==> src/rtl/pll_sup_pkg.sv <==
// Shared types and helpers for the PLL lock supervisor: FSM state
// encoding and saturating arithmetic used by the loss counter.
package pll_sup_pkg;

  localparam int STATE_W = 3;

  typedef enum logic [STATE_W-1:0] {
    ST_RESET_PLL = 3'd0,
    ST_WAIT_LOCK = 3'd1,
    ST_STABLE    = 3'd2,
    ST_LOCKED    = 3'd3,
    ST_FAIL      = 3'd4
  } state_e;

  function automatic logic [7:0] sat_inc8(input logic [7:0] v);
    logic [7:0] r;
    if (v == 8'hFF) begin
      r = v;
    end else begin
      r = v + 8'd1;
    end
    return r;
  endfunction

endpackage

==> src/rtl/lock_sync.sv <==
// Multi-flop synchroniser bringing the raw PLL LOCKED flag into the
// supervisor clock domain; clears to "not locked" on reset.
module lock_sync #(
  parameter int STAGES = 2
) (
  input  logic i_clk,
  input  logic i_rst_n,
  input  logic i_d,
  output logic o_q
);

  logic [STAGES-1:0] r_sync;

  // shift chain, oldest sample at the top
  always_ff @(posedge i_clk or negedge i_rst_n) begin
    if (!i_rst_n) begin
      r_sync <= '0;
    end else begin
      r_sync <= {r_sync[STAGES-2:0], i_d};
    end
  end

  assign o_q = r_sync[STAGES-1];

endmodule

==> src/rtl/pll_lock_supervisor.sv <==
// Supervises one PLL: pulses its reset, qualifies LOCKED, retries and
// falls back to the other clock input, and gates user event counters.
module pll_lock_supervisor
  import pll_sup_pkg::*;
#(
  parameter int   RST_PULSE_CYC    = 16,
  parameter int   LOCK_TIMEOUT_CYC = 65536,
  parameter int   STABLE_CYC       = 1024,
  parameter int   MAX_RETRIES      = 3,
  parameter logic CLKINSEL_INIT    = 1'b1,
  parameter int   SYNC_STAGES      = 2,
  parameter int   NUM_CNT          = 6,
  parameter int   CNT_W            = 24,
  parameter int   CNT_TAP          = 21
) (
  input  logic               i_clk,
  input  logic               i_rst_n,
  input  logic               i_locked,
  input  logic               i_restart,
  input  logic [NUM_CNT-1:0] i_ev,
  output logic               o_pll_rst,
  output logic               o_clkinsel,
  output logic               o_locked,
  output logic               o_fail,
  output logic [2:0]         o_state,
  output logic [7:0]         o_loss_cnt,
  output logic [23:0]        o_lock_time,
  output logic [NUM_CNT-1:0] o_cnt
);

  localparam int PUL_W = $clog2(RST_PULSE_CYC + 1);
  localparam int TMR_W = $clog2(LOCK_TIMEOUT_CYC + 1);
  localparam int STB_W = $clog2(STABLE_CYC + 1);
  localparam int RTY_W = $clog2(MAX_RETRIES + 1);

  localparam logic [PUL_W-1:0] PUL_LAST = PUL_W'(RST_PULSE_CYC - 1);
  localparam logic [TMR_W-1:0] TMR_LAST = TMR_W'(LOCK_TIMEOUT_CYC - 1);
  localparam logic [STB_W-1:0] STB_LAST = STB_W'(STABLE_CYC - 1);

  logic w_lock_s;

  state_e             r_state,      w_state_nxt;
  logic [PUL_W-1:0]   r_pulse_cnt,  w_pulse_cnt_nxt;
  logic [TMR_W-1:0]   r_timer,      w_timer_nxt;
  logic [STB_W-1:0]   r_stable_cnt, w_stable_cnt_nxt;
  logic [RTY_W-1:0]   r_retries,    w_retries_nxt;
  logic               r_switched,   w_switched_nxt;
  logic               r_clkinsel,   w_clkinsel_nxt;
  logic [7:0]         r_loss_cnt,   w_loss_cnt_nxt;
  logic [23:0]        r_lock_time,  w_lock_time_nxt;
  logic               r_pll_rst;
  logic               r_locked;
  logic               r_fail;
  logic [CNT_W-1:0]   r_cnt [NUM_CNT];

  logic               w_timeout;
  logic [31:0]        w_lt_ext;

  lock_sync #(
    .STAGES (SYNC_STAGES)
  ) u_lock_sync (
    .i_clk   (i_clk),
    .i_rst_n (i_rst_n),
    .i_d     (i_locked),
    .o_q     (w_lock_s)
  );

  assign w_timeout = (r_timer == TMR_LAST);
  // lock time is measured up to the edge where o_locked rises, hence +1
  assign w_lt_ext  = 32'(r_timer) + 32'd1;

  // next-state and datapath decisions; restart overrides everything
  always_comb begin
    w_state_nxt      = r_state;
    w_pulse_cnt_nxt  = r_pulse_cnt;
    w_timer_nxt      = r_timer;
    w_stable_cnt_nxt = r_stable_cnt;
    w_retries_nxt    = r_retries;
    w_switched_nxt   = r_switched;
    w_clkinsel_nxt   = r_clkinsel;
    w_loss_cnt_nxt   = r_loss_cnt;
    w_lock_time_nxt  = r_lock_time;
    if (i_restart) begin
      w_state_nxt     = ST_RESET_PLL;
      w_pulse_cnt_nxt = '0;
      w_retries_nxt   = '0;
      w_switched_nxt  = 1'b0;
      w_clkinsel_nxt  = CLKINSEL_INIT;
    end else begin
      case (r_state)
        ST_RESET_PLL: begin
          if (r_pulse_cnt == PUL_LAST) begin
            w_state_nxt = ST_WAIT_LOCK;
            w_timer_nxt = '0;
          end else begin
            w_pulse_cnt_nxt = r_pulse_cnt + PUL_W'(1);
          end
        end
        ST_WAIT_LOCK, ST_STABLE: begin
          if (w_timeout) begin
            w_state_nxt     = ST_RESET_PLL;
            w_pulse_cnt_nxt = '0;
            if (32'(r_retries) + 32'd1 < 32'(MAX_RETRIES)) begin
              w_retries_nxt = r_retries + RTY_W'(1);
            end else if (!r_switched) begin
              w_clkinsel_nxt = ~r_clkinsel;
              w_switched_nxt = 1'b1;
              w_retries_nxt  = '0;
            end else begin
              w_state_nxt = ST_FAIL;
            end
          end else begin
            w_timer_nxt = r_timer + TMR_W'(1);
            if (r_state == ST_WAIT_LOCK) begin
              if (w_lock_s) begin
                w_state_nxt      = ST_STABLE;
                w_stable_cnt_nxt = '0;
              end else begin
                w_state_nxt = ST_WAIT_LOCK;
              end
            end else if (!w_lock_s) begin
              w_state_nxt = ST_WAIT_LOCK;
            end else if (r_stable_cnt == STB_LAST) begin
              w_state_nxt = ST_LOCKED;
              if (w_lt_ext > 32'h00FF_FFFF) begin
                w_lock_time_nxt = 24'hFF_FFFF;
              end else begin
                w_lock_time_nxt = w_lt_ext[23:0];
              end
            end else begin
              w_stable_cnt_nxt = r_stable_cnt + STB_W'(1);
            end
          end
        end
        ST_LOCKED: begin
          if (!w_lock_s) begin
            w_state_nxt     = ST_RESET_PLL;
            w_pulse_cnt_nxt = '0;
            w_loss_cnt_nxt  = sat_inc8(r_loss_cnt);
            w_retries_nxt   = '0;
            w_switched_nxt  = 1'b0;
          end else begin
            w_state_nxt = ST_LOCKED;
          end
        end
        ST_FAIL: begin
          w_state_nxt = ST_FAIL;
        end
        default: begin
          w_state_nxt     = ST_RESET_PLL;
          w_pulse_cnt_nxt = '0;
        end
      endcase
    end
  end

  // state and control registers; status outputs follow the next state
  always_ff @(posedge i_clk or negedge i_rst_n) begin
    if (!i_rst_n) begin
      r_state      <= ST_RESET_PLL;
      r_pulse_cnt  <= '0;
      r_timer      <= '0;
      r_stable_cnt <= '0;
      r_retries    <= '0;
      r_switched   <= 1'b0;
      r_clkinsel   <= CLKINSEL_INIT;
      r_loss_cnt   <= 8'd0;
      r_lock_time  <= 24'd0;
      r_pll_rst    <= 1'b1;
      r_locked     <= 1'b0;
      r_fail       <= 1'b0;
    end else begin
      r_state      <= w_state_nxt;
      r_pulse_cnt  <= w_pulse_cnt_nxt;
      r_timer      <= w_timer_nxt;
      r_stable_cnt <= w_stable_cnt_nxt;
      r_retries    <= w_retries_nxt;
      r_switched   <= w_switched_nxt;
      r_clkinsel   <= w_clkinsel_nxt;
      r_loss_cnt   <= w_loss_cnt_nxt;
      r_lock_time  <= w_lock_time_nxt;
      r_pll_rst    <= (w_state_nxt == ST_RESET_PLL) || (w_state_nxt == ST_FAIL);
      r_locked     <= (w_state_nxt == ST_LOCKED);
      r_fail       <= (w_state_nxt == ST_FAIL);
    end
  end

  // event counters run only while the qualified lock is presented to users
  always_ff @(posedge i_clk or negedge i_rst_n) begin
    if (!i_rst_n) begin
      for (int i = 0; i < NUM_CNT; i++) begin
        r_cnt[i] <= '0;
      end
    end else begin
      for (int i = 0; i < NUM_CNT; i++) begin
        if (r_locked) begin
          r_cnt[i] <= r_cnt[i] + CNT_W'(i_ev[i]);
        end else begin
          r_cnt[i] <= '0;
        end
      end
    end
  end

  for (genvar g = 0; g < NUM_CNT; g++) begin : g_tap
    assign o_cnt[g] = r_cnt[g][CNT_TAP];
  end

  assign o_pll_rst   = r_pll_rst;
  assign o_clkinsel  = r_clkinsel;
  assign o_locked    = r_locked;
  assign o_fail      = r_fail;
  assign o_state     = r_state;
  assign o_loss_cnt  = r_loss_cnt;
  assign o_lock_time = r_lock_time;

endmodule

==> config.mk <==
export PLATFORM = sky130hd
export DESIGN_NAME = pll_lock_supervisor
export DESIGN_NICKNAME = d
export VERILOG_FILES = /design/src/rtl/pll_sup_pkg.sv /design/src/rtl/lock_sync.sv /design/src/rtl/pll_lock_supervisor.sv
export SDC_FILE = /design/constraint.sdc
export NUM_CORES = 1
export LEC_CHECK = 0
export ABC_AREA = 1
export CAP_MARGIN = 10
export CORE_MARGIN = 8
export CORE_UTILIZATION = 40
export CTS_CLUSTER_SIZE = 10
export DETAILED_ROUTE_END_ITERATION = 8
export PLACE_DENSITY = 0.66
export SYNTH_ARGS = -nofsm -noshare
export SYNTH_HDL_FRONTEND = slang
export SYNTH_SLANG_ARGS = --single-unit
==> constraint.sdc <==
create_clock -name i_clk -period 5.71 [get_ports i_clk]
set_input_delay 0.8565 -clock i_clk [delete_from_list [all_inputs] [get_ports i_clk]]
set_output_delay 0.8565 -clock i_clk [all_outputs]
set_load 0.005 [all_outputs]
==> reports/metrics.yaml <==
global_route:
  grt_max_degree: 115
  track_usage: 0.141
  gr-total-overflow: 0
  grt_pass1_wl_um: 40400
  antenna_found_initial: 0
  grt_pass1_vias: 8870
floorplan:
  dieArea_um2: 32600
  core_um2: 26800
  rows: 60
  pin_count: 55
  fp.dieH_um: 181
  start_util: 0.405
  die_w_um: 181
placement:
  place.gp.congestion: 0.858
  portBuffers: 48
  place_hpwl_um: 15800
clocking:
  h-tree-depth: 1
  clk_path_buf_depth: 3
  cts_resized: 0
  postCtsHoldBufs: 0
  cts_sinks: 203
  clockRootBuffer: "clkbuf_16"
  cts_setup_buffers: 0
  clk_pin_slew_worst_paths_ns: 0.05
  numCtsBuffers: 25
  cts_tree: "done"
  insertion_delay_ns: 0.51
power_and_ir_drop:
  ir_worst_vdd_mv: 0.185
  leakage_uw: 0.00522
  power_density_nw_per_um2: 239
detailed_routing:
  totalWireLength_um: 22900
  ant_nets: 0
  vias: 8976
  drtIter0Drc: 563
  drcViolationCount: 0
  first_pass_iters: 5
  wire_per_inst_um: 12.5
  via_per_inst: 4.90
yosys:
  yosysSeqAreaShare: 0.469
  synth_edf_count: 0
  synth_top_cell_area_share: 0.464
  ys_ff_latch: 203
  yosysWarnings: 0
  synth_area_leaders: "dfrtp_1, nand2_1, nor2_1, inv_1, nand3_1"
  avgSynthCellArea_um2: 7.60
  synth_area_um2: 10800
  yosys.area.top_type: "dfrtp_1"
  postSynth.asyncResetShare: 1.00
  yosysUniqueCellTypes: 44
  synthCells: 1427
  yosys_most_used_dff: "dfrtp_1"
critical_path:
  cpMaxStageDelayCell: "dfrtp_1"
  critPathArrivalTime_ns: 3.08
  r2r-end: "r_timer[0]"
  crit_path_max_incr_delay_ns: 0.40
  cp-start-kind: "flop"
  critPathCapture: "r_timer[0]"
  cp_cell_sequence: "ha_1 -> nand3_1 -> nor2_1 -> nand4_1 -> nor3_1 -> ha_1 -> nor2_1 -> nand2_1 -> clkinv_1 -> nand2_1 -> o21ai_0"
  crit_type: "reg -> reg"
  rrSetupSlack_ns: 2.97
  required_ns: 6.05
  critPathCaptureType: "flop"
  cp_max_fo: 11
  crit_path_start: "r_timer[0]"
  rr_startpoint: "r_timer[0]"
  worst-r2r-cell-count: 11
cells_and_area:
  fin_util: 0.459
  layout.nets: 1504
  drive_above_1_share: 0.0523
  syn2layout_area_growth_pct: 13.5
  antenna_cells: 0
timing:
  relSlewSlack: 0.327
  fin_crit_ns: 2.74
  setup_violations: 0
  worst_slew_pin_slew_ns: 1.00
  fin_crit_sh: 0.479
  slew_viol_final: 0
  fin_skew_ns: 0.0164
  fin_setup_tns_ns: 0
  fmax_ghz: 0.366
  hold_viol: 0
  rsz0062_at_grt: "false"
flow_run:
  maxCapViolations: 0
worst_hold_path:
  min_path_type: "reg -> reg"
outcome:
  status: "finished, final reports clean"
## Yosys cell counts (all sizes together) (2+ instances only)
cell type and n:
and3 6, dfstp 2, buf 21, nor2 251, nand2 377, or2 2
nand3 92, inv 157, dfrtp 201, o21ba 2, nor3 38, a31oi 4
clkbuf 14, nand4 28, o22ai 7, o21ai 94, a21oi 51, ha 18
xnor2 12, o21bai 6, xor2 38
## routing by layer
layer / part of all wire / routed length (um) / global-route usage
met4: 0.017 / 390 / 0.0294
met5: 0 / 0 / 0
met1: 0.48 / 10900 / 0.184
met3: 0.044 / 1010 / 0.0272
met2: 0.46 / 10600 / 0.239
## critical path: cells and delay by family, from the launching register on
kind / cells / cell delay [ns]
compound gates: 1 / 0.09
fa+ha+maj: 2 / 0.47
buf+inv: 1 / 0.39
flops: 1 / 0.40
simple gates: 7 / 1.21
## final cells by class
| cell class | count | area (um^2) |
|---|---|---|
| fill | 2660 | 14500 |
| sequential | 203 | 5080 |
| timing repair buffer | 52 | 515 |
| clock inverter | 2 | 10.0 |
| tap | 341 | 427 |
| inverter | 158 | 596 |
| multi-input combinational | 1036 | 4980 |
| clock buffer | 39 | 698 |
## cells in the final DEF, fill, tap and decap left out, types with 25 or more instances in the layout
| cell | netlist | routed |
|---|---|---|
| clkbuf_16 | 0 | 25 |
| inv_1 | 151 | 150 |
| nor3_1 | 29 | 29 |
| a21oi_1 | 50 | 50 |
| dfrtp_1 | 201 | 200 |
| nor2_1 | 242 | 242 |
| clkdlybuf4s50_1 | 0 | 47 |
| o21ai_0 | 69 | 69 |
| nand4_1 | 28 | 28 |
| nand2_1 | 374 | 374 |
| xor2_1 | 38 | 38 |
| nand3_1 | 89 | 89 |
## power breakdown
part / internal (uW) / switching, uW / total [uW]
clock: 827 / 567 / 1390
sequential: 1460 / 13.8 / 1470
combinational: 25.3 / 57.9 / 83.1
total: 2310 / 638 / 2950
## logic make-up after synthesis
logic type                 synth area share
other                              0.000346
DFF                                   0.469
buffers and inverters                0.0737
xor gates and xnor gates             0.0404
AOI/OAI and AO/OA                    0.0839
and+or+nand+nor                       0.312
adders and majority gates            0.0208
## state kept, by name, summed over array words and instances (netlist names), 3 cells and up
register,cells
o_cnt,6
o_lock_time,18
o_loss_cnt,8
o_state,3
r_cnt,126
r_pulse_cnt,5
r_stable_cnt,11
r_timer,17
## worst min-delay path by stage
stage / endpoint / start / depth (start not counted) / slack (ns)
2_1_floorplan: u_lock_sync.r_sync[1] / u_lock_sync.r_sync[0] / 0 / 0.33
3_3_place_gp: u_lock_sync.r_sync[1] / u_lock_sync.r_sync[0] / 0 / 0.33
3_5_place_dp: u_lock_sync.r_sync[1] / u_lock_sync.r_sync[0] / 0 / 0.34
4_1_cts: u_lock_sync.r_sync[1] / u_lock_sync.r_sync[0] / 0 / 0.35
5_1_grt: u_lock_sync.r_sync[1] / u_lock_sync.r_sync[0] / 0 / 0.35
6_report: u_lock_sync.r_sync[1] / u_lock_sync.r_sync[0] / 0 / 0.35
## metrics by stage
| step | worst slack [ns] | std cells | hold slack [ns] | cell area [um^2] | total power (uW) |
|---|---|---|---|---|---|
| 2_1_floorplan | 3.56 | 1432 | 0.331 | 10900 | 1530 |
| 3_3_place_gp | 2.86 | 1790 | 0.332 | 11600 | 1580 |
| 3_5_place_dp | 2.85 | 1790 | 0.336 | 11600 | 1580 |
| 4_1_cts | 2.97 | 1831 | 0.347 | 12300 | 3000 |
| 5_1_grt | 2.67 | 1831 | 0.349 | 12300 | 3070 |
| 6_report | 2.97 | 1831 | 0.347 | 12300 | 2950 |
Note: power is estimated with default switching activity, not from simulation.
